`src/rtl/l2_icache_resp.sv`:
```
// L2-side responder for L1 icache refills: direct-mapped L2 lookup, memory refill on miss.
// Optional: define L2_IC_STATS_EN to add saturating hit_cnt/miss_cnt outputs.
module l2_icache_resp #(
    parameter int ADDR_W = 28,
    parameter int IDX_W  = 9
) (
    input  logic                        clk,
    input  logic                        rst,
    input  logic                        irq,
    input  logic [ADDR_W-1:0]           l2_addr,
    input  logic                        dc_busy,
    output logic                        ic_en,
    output logic                        l2_rdy,
    output logic                        mem_wr_ic_en,
    output logic [127:0]                data_wd_l2,
    output logic                        complete,
    output logic [IDX_W-1:0]            l2_index,
    output logic                        l2_re,
    input  logic [ADDR_W-2-IDX_W:0]     l2_tag_rd,
    input  logic [511:0]                l2_data_rd,
    output logic                        l2_we,
    output logic [ADDR_W-2-IDX_W:0]     l2_tag_wd,
    output logic [511:0]                l2_data_wd,
    output logic                        mem_req,
    output logic [ADDR_W-3:0]           mem_addr,
    input  logic                        mem_rdy,
    input  logic [511:0]                mem_rd
`ifdef L2_IC_STATS_EN
    ,
    output logic [31:0]                 hit_cnt,
    output logic [31:0]                 miss_cnt
`endif
);

    localparam int TAG_W = ADDR_W - 2 - IDX_W;

    typedef enum logic [2:0] {
        S_IDLE, S_LOOKUP, S_COMPARE, S_MEM, S_RESP, S_DONE
    } state_t;

    state_t              r_state;
    state_t              w_next;
    logic [ADDR_W-1:0]   r_addr;
    logic [127:0]        r_data;
    logic                w_hit;
    logic                w_accept;
    logic [TAG_W-1:0]    w_tag;

    function automatic logic [127:0] pick_blk(input logic [511:0] line, input logic [1:0] sel);
        return line[{sel, 7'd0} +: 128];
    endfunction

    assign w_tag    = r_addr[ADDR_W-1:ADDR_W-TAG_W];
    assign w_hit    = l2_tag_rd[TAG_W] && (l2_tag_rd[TAG_W-1:0] == w_tag);
    assign w_accept = irq && !dc_busy && !rst;

    always_ff @(posedge clk) begin
        if (rst) r_state <= S_IDLE;
        else     r_state <= w_next;
    end

    always_comb begin
        w_next = r_state;
        case (r_state)
            S_IDLE:    if (irq && !dc_busy) w_next = S_LOOKUP;
            S_LOOKUP:  w_next = S_COMPARE;
            S_COMPARE: w_next = w_hit ? S_RESP : S_MEM;
            S_MEM:     if (mem_rdy) w_next = S_RESP;
            S_RESP:    w_next = S_DONE;
            S_DONE:    w_next = S_IDLE;
            default:   w_next = S_IDLE;
        endcase
    end

    // Pulses are gated by rst so a reset landing mid-transaction never writes L2.
    always_comb begin
        ic_en        = 1'b1;
        l2_re        = 1'b0;
        l2_rdy       = 1'b0;
        mem_wr_ic_en = 1'b0;
        complete     = 1'b0;
        l2_we        = 1'b0;
        mem_req      = 1'b0;
        case (r_state)
            S_IDLE: begin
                ic_en = !dc_busy;
                l2_re = w_accept;
            end
            S_COMPARE: begin
                l2_rdy  = w_hit && !rst;
                mem_req = !w_hit;
            end
            S_MEM: begin
                mem_req      = 1'b1;
                l2_we        = mem_rdy && !rst;
                mem_wr_ic_en = mem_rdy && !rst;
            end
            S_RESP:  complete = !rst;
            default: ;
        endcase
        if (l2_rdy)            data_wd_l2 = pick_blk(l2_data_rd, r_addr[1:0]);
        else if (mem_wr_ic_en) data_wd_l2 = pick_blk(mem_rd, r_addr[1:0]);
        else                   data_wd_l2 = r_data;
    end

    // Index follows the live address only on the accept cycle; afterwards the latched one.
    assign l2_index   = l2_re ? l2_addr[IDX_W+1:2] : r_addr[IDX_W+1:2];
    assign l2_tag_wd  = {l2_we, w_tag};
    assign l2_data_wd = mem_rd;
    assign mem_addr   = r_addr[ADDR_W-1:2];

    always_ff @(posedge clk) begin
        if (rst) begin
            r_addr <= '0;
            r_data <= '0;
        end else begin
            if (w_accept && r_state == S_IDLE) r_addr <= l2_addr;
            if (l2_rdy || mem_wr_ic_en)        r_data <= data_wd_l2;
        end
    end

`ifdef L2_IC_STATS_EN
    logic [31:0] r_hit_cnt;
    logic [31:0] r_miss_cnt;

    always_ff @(posedge clk) begin
        if (rst) begin
            r_hit_cnt  <= '0;
            r_miss_cnt <= '0;
        end else if (r_state == S_COMPARE) begin
            if (w_hit) begin
                if (r_hit_cnt != 32'hFFFF_FFFF) r_hit_cnt <= r_hit_cnt + 32'd1;
            end else begin
                if (r_miss_cnt != 32'hFFFF_FFFF) r_miss_cnt <= r_miss_cnt + 32'd1;
            end
        end
    end

    assign hit_cnt  = r_hit_cnt;
    assign miss_cnt = r_miss_cnt;
`endif

endmodule

```
`config.mk`:
```
export PLATFORM = sky130hd
export DESIGN_NAME = l2_icache_resp
export DESIGN_NICKNAME = d
export VERILOG_FILES = /design/src/rtl/l2_icache_resp.sv
export SDC_FILE = /design/constraint.sdc
export NUM_CORES = 1
export LEC_CHECK = 0
export ABC_AREA = 1
export CAP_MARGIN = 10
export CORE_AREA = 4 4 693 695
export DETAILED_ROUTE_END_ITERATION = 6
export DIE_AREA = 0 0 697 699
export HOLD_SLACK_MARGIN = 0.03
export PLACE_DENSITY = 0.32
export SLEW_MARGIN = 5
export SYNTH_ARGS = -nofsm -noshare
export SYNTH_HDL_FRONTEND = slang
export SYNTH_SLANG_ARGS = --single-unit
export TNS_END_PERCENT = 1
```
`constraint.sdc`:
```
create_clock -name clk -period 2.35 [get_ports clk]
set_input_delay 0.3525 -clock clk [delete_from_list [all_inputs] [get_ports clk]]
set_output_delay 0.3525 -clock clk [all_outputs]
set_load 0.03 [all_outputs]
```
* Word-level counts from Yosys, hierarchy flattened
Index checks and enable logic that the tools add are counted.
** Storage, ports and cells
- Register bits :: 159
- Bits in latches :: 0
- Memory bits (writable) :: 0
- ROM bits :: 0
- Bits of input ports :: 1075
- Output and inout bits :: 700
- Word-level logic and storage cells :: 37
- Memories kept :: 0
** Operators by class
- Add/subtract/negate cells :: 0
- $mul :: 0
- Div/mod/pow operators :: 0
- Order comparisons :: 0
- Equal/unequal tests :: 7
- Shifts and indexed selects :: 2
- Multiplexer cells :: 13
- Bitwise operators :: 0
- Reductions and logical operators :: 12
** Operators by type and width (count)
- variable part select 512 x 10 -> 128 bit :: 2
- 2-to-1 mux 128 bit :: 2
- equality test 17 bit :: 1
- case mux 3 bit (5 select lines) :: 1
- 2-to-1 mux 3 bit :: 3
- 2-to-1 mux 9 bit :: 1
- equality test 3 x 2 -> 1 bit, second input constant :: 2
- logical AND 1 bit :: 6
- 2-to-1 mux 1 bit :: 5
- != test 2 bit, second input constant :: 2
- equality test 3 x 1 -> 1 bit, second input constant :: 1
- equality test 3 bit, second input constant :: 1
- zero test 1 bit :: 3
- zero test 3 bit :: 1
- case mux 1 bit (2 select lines) :: 1
- AND reduction 2 bit :: 1
- logical OR 1 bit :: 1

* Depth between registers and ports, before layout
- Depth after elaboration :: 5
- Depth in mapped cells :: 14
- Mapped depth without buffers :: 12

* Worst setup path before layout
No wires, ideal clock.
- Path type :: reg-to-output
- From :: register r_addr[17]
- To :: output port l2_rdy
- Arrival :: 1.743 ns
- Required time :: 1.997 ns
- Path slack :: 0.255 ns
- Stages on the path, launching flop included :: 9
- Path buffers :: 0
- Cells stage by stage :: dfxtp_1 > inv_1 > nand2_1 > nand2_1 > nor2_1 > nand2_1 > nor3_1 > nand2_1 > nor4_1
** On the way
- Word-level cells in the longest chain between the ends :: 4
** Ends and longest elaborated chain
- start, declared :: line 43 : logic [ADDR_W-1:0] r_addr;
- start signal, assigned :: line 117 : if (w_accept && r_state == S_IDLE) r_addr <= l2_addr;
- equality test 17 bit :: line 54 : assign w_hit = l2_tag_rd[TAG_W] && (l2_tag_rd[TAG_W-1:0] == w_tag);
- logical AND 1 bit :: line 54
- logical AND 1 bit :: line 90 : l2_rdy = w_hit && !rst;
- 2-to-1 mux 1 bit :: line 84 : case (r_state)
- end, declared :: line 13 : output logic l2_rdy,
Every way passes these cells.

* Worst setup path after layout
- From :: register r_addr[0]
- To :: output port data_wd_l2[45]
** On the way
- Word-level cells in the longest chain between the ends :: 3
- Elaborated cells between the ends (all ways) :: 4
- Classes of those cells :: shift: 2; mux: 2
** Ends and longest elaborated chain
- variable part select 512 x 10 -> 128 bit :: line 50 : return line[{sel, 7'd0} +: 128];
- 2-to-1 mux 128 bit :: line 102 : else if (mem_wr_ic_en) data_wd_l2 = pick_blk(mem_rd, r_addr[1:0]);
- 2-to-1 mux 128 bit (*) :: line 101 : if (l2_rdy) data_wd_l2 = pick_blk(l2_data_rd, r_addr[1:0]);
- end, declared :: line 15 : output logic [127:0] data_wd_l2,
Every way passes the cells marked *; elsewhere a longest branch is shown, timed or not.

==> results.yml <==
worst_setup_path:
  setup.worst_path.start_class: "flop"
  crit_path_frequent_cell: "buf_6"
  path_class: "flop to primary output"
  cpPeakStageDelay_ns: 0.42
  required_ns: 2.00
  critical_path_arrival_ns: 2.83
  critical-path-slowest-cell: "dfxtp_4"
  path_cells: "buf_6 > buf_6 > buf_16 > buf_16 > buf_12 > clkbuf_16 > o21ai_4 > nand3_2 > buf_6 > o21ai_2 > nand2_1 > nand2_2 > inv_2 > buf_12"
  crit_path_end_kind: "primary output"
  worstPathMaxFanout: 5
cts:
  path_clk_slew_ns: 0.09
  clock_sinks: 159
  cts_htree_levels: 4
  tritoncts.num_buffers: 21
  clock_path_buffers: 3
  clock-root-buffer: "clkbuf_16"
  tritoncts: "built"
  post_cts_hold_buffer_count: 0
  insertion_delay_ns: 0.62
logic_synthesis:
  syn_inst: 3532
  avgSynthCellArea_um2: 5.92
  yosys.cell_types.count: 32
  synth.top_cells.by_area: "buf_4, dfxtp_1, nand2_1"
  synth_fp_nets: 4607
  synthDominantAreaCellType: "buf_4"
  count_of_synthesis_stage_warnings_from_yosys: 0
  multiplexer_area_fraction_after_synthesis_pct: 0
  synth.top_cell.area_share_pct: 21.9
  synth-seq-area-share_pct: 15.2
  post_synth_and_or_nand_nor_area_fraction_pct: 34.4
  synth.cell_area_um2: 20900
  synth_xor_xnor_area_share_pct: 0.209
  adder_cell_share_of_the_synthesized_area_pct: 0
  ffs_latches_synth: 159
  synth_compound_gate_area_share_pct: 19.4
  synth_top_family_by_area: "simple AND/OR/NAND/NOR gates"
placed_design:
  numPlacedInstances: 11326
  gp_congestion: 0.963
  detailedPlacementHpwl_um: 326000
  dpl_worst_slack_ns: -1.03
  placement.io_buffers: 1774
  detailed_place.area_um2: 47100
finish:
  finalInstanceArea_um2: 50500
  synthToLayoutAreaGrowth_pct: 141
  proportion_of_layout_cells_with_a_drive_suffix_above_1_pct: 30.3
  nets: 6239
  stdcell_count: 11490
  num-fill-cells: 55228
floorplanning:
  initial_core_util_pct: 4.41
  rows: 253
  floorplan.io_pins: 1775
  coreArea_um2: 474000
  die_width_um: 697
  die_h_um: 699
  design.die.area_um2: 487000
route:
  drc_violation_total_after_the_first_tritonroute_iteration: 2281
  detail_route.drc_violations: 0
  antenna_violating_nets_post_route: 0
  routed_via_density: 2.81
  drt-pass1-iter-count: 5
  dr_total_vias: 32259
  post_drt_wl_per_cell_um: 31.7
  postRouteWirelength_um: 364000
run_status:
  violations: "setup timing"
  status: "finished with violations"
sta:
  final_critical_path_setup_slack_ns: -0.829
  timing.setup.tns_ns: -96.31
  setup_repair_after_global_routing_missed_its_margin: "yes"
  max_slew.worst_pin.slew_ns: 0.548
  slew-limit-headroom_pct: 63.1
  timing_max_transition_violations_final: 0
  hold_viol: 0
  finalCriticalPeriod_ns: 3.18
  max_freq_mhz: 315
  fin_skew_ns: 0.0360
  finalSetupViolCount: 141
  period_share_pct: 135
global_routing:
  first_global_vias: 30973
  groute.usage.overall_pct: 14.1
  initial_antenna_violation_count: 355
  grt_max_degree: 51
  first_pass_grt_wire_length_um: 429000
  global_route_congestion_overflow_total: 0
pwr:
  cellLeakagePower_uw: 0.0195
  p_total_uw: 23600
  switching_share_pct: 49.4
  part_of_the_power_in_registers_pct: 12.8
  combinationalPowerShare_pct: 71.4
  cellPowerDensity_nw_per_um2: 468
  p_sw_uw: 11700
  clkPwrFrac_pct: 15.8
  internal_power_uw: 12000
  vdd_drop_max_mv: 0.371
min_path:
  worst_hold_path_class: "primary input to flop"
flow_run:
  cap_viol_max_count: 0
==> worst max-delay path, delay by kind of cell (launching register included) <==
kind / cells / cell delay [ns]
AND/OR/NAND/NOR: 3 / 0.30
flip-flops: 1 / 0.42
buffers and inverters: 9 / 1.21
AO/OA/AOI/OAI: 2 / 0.21
==> kinds of logic (layout without fill, tap and decap cells) <==
group / count (synthesis) / count (layout)
AOI/OAI and AO/OA: 679 / 679
xor gates and xnor gates: 5 / 5
buffers and inverters: 1002 / 2644
DFF: 159 / 159
other: 0 / 69
and+or+nand+nor: 1687 / 1687
==> sequential cells by signal (all words and copies together), names as in the netlist <==
name	flops
r_addr	28
r_state	3
r_data	128
==> power by group through the flow <==
stage               sequential (uW)  clock [uW]  combinational, uW
finish                         3020        3740              16900
global route                   3050        4090              18000
CTS                            3020        4140              16500
detailed placement             3060           0              16100
global placement               3060           0              16200
floorplan                      3000           0               6770
==> routing by layer <==
layer / up-vias / global-route usage (%) / routed length [um]
li1: 14298 / - / -
met1: 15127 / 16.8 / 148000
met2: 1916 / 21.4 / 156000
met3: 610 / 9.04 / 50900
met4: 308 / 2.35 / 6870
met5: - / 0.157 / 2260
==> cells in the final DEF (no fill, tap or decap), types with 7 or more instances in the layout <==
cell type	netlist	final
dfxtp_4	0	12
inv_1	175	108
diode_2	0	69
buf_6	12	90
buf_12	10	243
buf_8	1	9
inv_2	6	70
clkdlybuf4s50_1	0	1345
o21ai_1	142	177
nand2_2	1	114
nand2_1	718	597
a211oi_1	8	8
nand3_2	91	131
dlygate4sd2_1	0	8
nor2_2	3	25
dfxtp_1	159	140
buf_16	0	18
or2_2	10	10
a21oi_1	138	135
nand3_1	170	123
a32o_2	0	22
clkbuf_16	0	33
o21ai_0	263	192
buf_4	609	703
nand2_4	0	8
dfxtp_2	0	7
nor2_1	681	655
a32o_1	128	105
o21ai_2	0	33
nand3_4	0	7
==> final timing paths <==
| path | startpoint | endpoint | slack, ns | cells past startpoint |
|---|---|---|---|---|
| max reg2reg | r_addr[0] | r_data[45] | 0.05 | 14 |
| min | l2_addr[15] | r_addr[15] | 0.30 | 3 |
| max | r_addr[0] | data_wd_l2[45] | -0.83 | 14 |
| min reg2reg | r_data[4] | r_data[4] | 0.60 | 4 |
==> per-stage QoR <==
step / util [%] / hold WS [ns]
after floorplan: - / 0.467
after global placement: 9.95 / 0.567
after detailed placement: 9.95 / 0.576
after CTS: 10.3 / 0.195
after global routing: 10.6 / 0.256
final: 10.7 / 0.303
==> final cells by class <==
type	instances	area, um^2	area share [%]
timing repair buffer	2428	25600	50.8
clock buffer	24	557	1.10
antenna	69	173	0.342
clock inverter	9	80.1	0.159
multi-input combinational	2371	12300	24.3
timing repair inverter	1	20.0	0.0397
inverter	182	727	1.44
sequential	159	3240	6.41
tap	6247	7820	15.5
==> Yosys cell counts (all sizes together) <==
master	n
a21oi	138
nor3	4
nand3	261
dfxtp	159
xor2	3
nand4	5
or2	10
o21ai	405
nand2	719
a211oi	8
nand3b	1
inv	182
a32o	128
clkbuf	83
nor4	1
buf	737
xnor2	2
nor2	685
and3	1
==> what timing repair did <==
action                                  CTS  global route
cloned                                    5            13
setup buffers                            32            22
resized for setup                       293           319
pin swaps                                63            92
endpoints found under the setup margin  245           175
(Power assumes the default switching activity.)
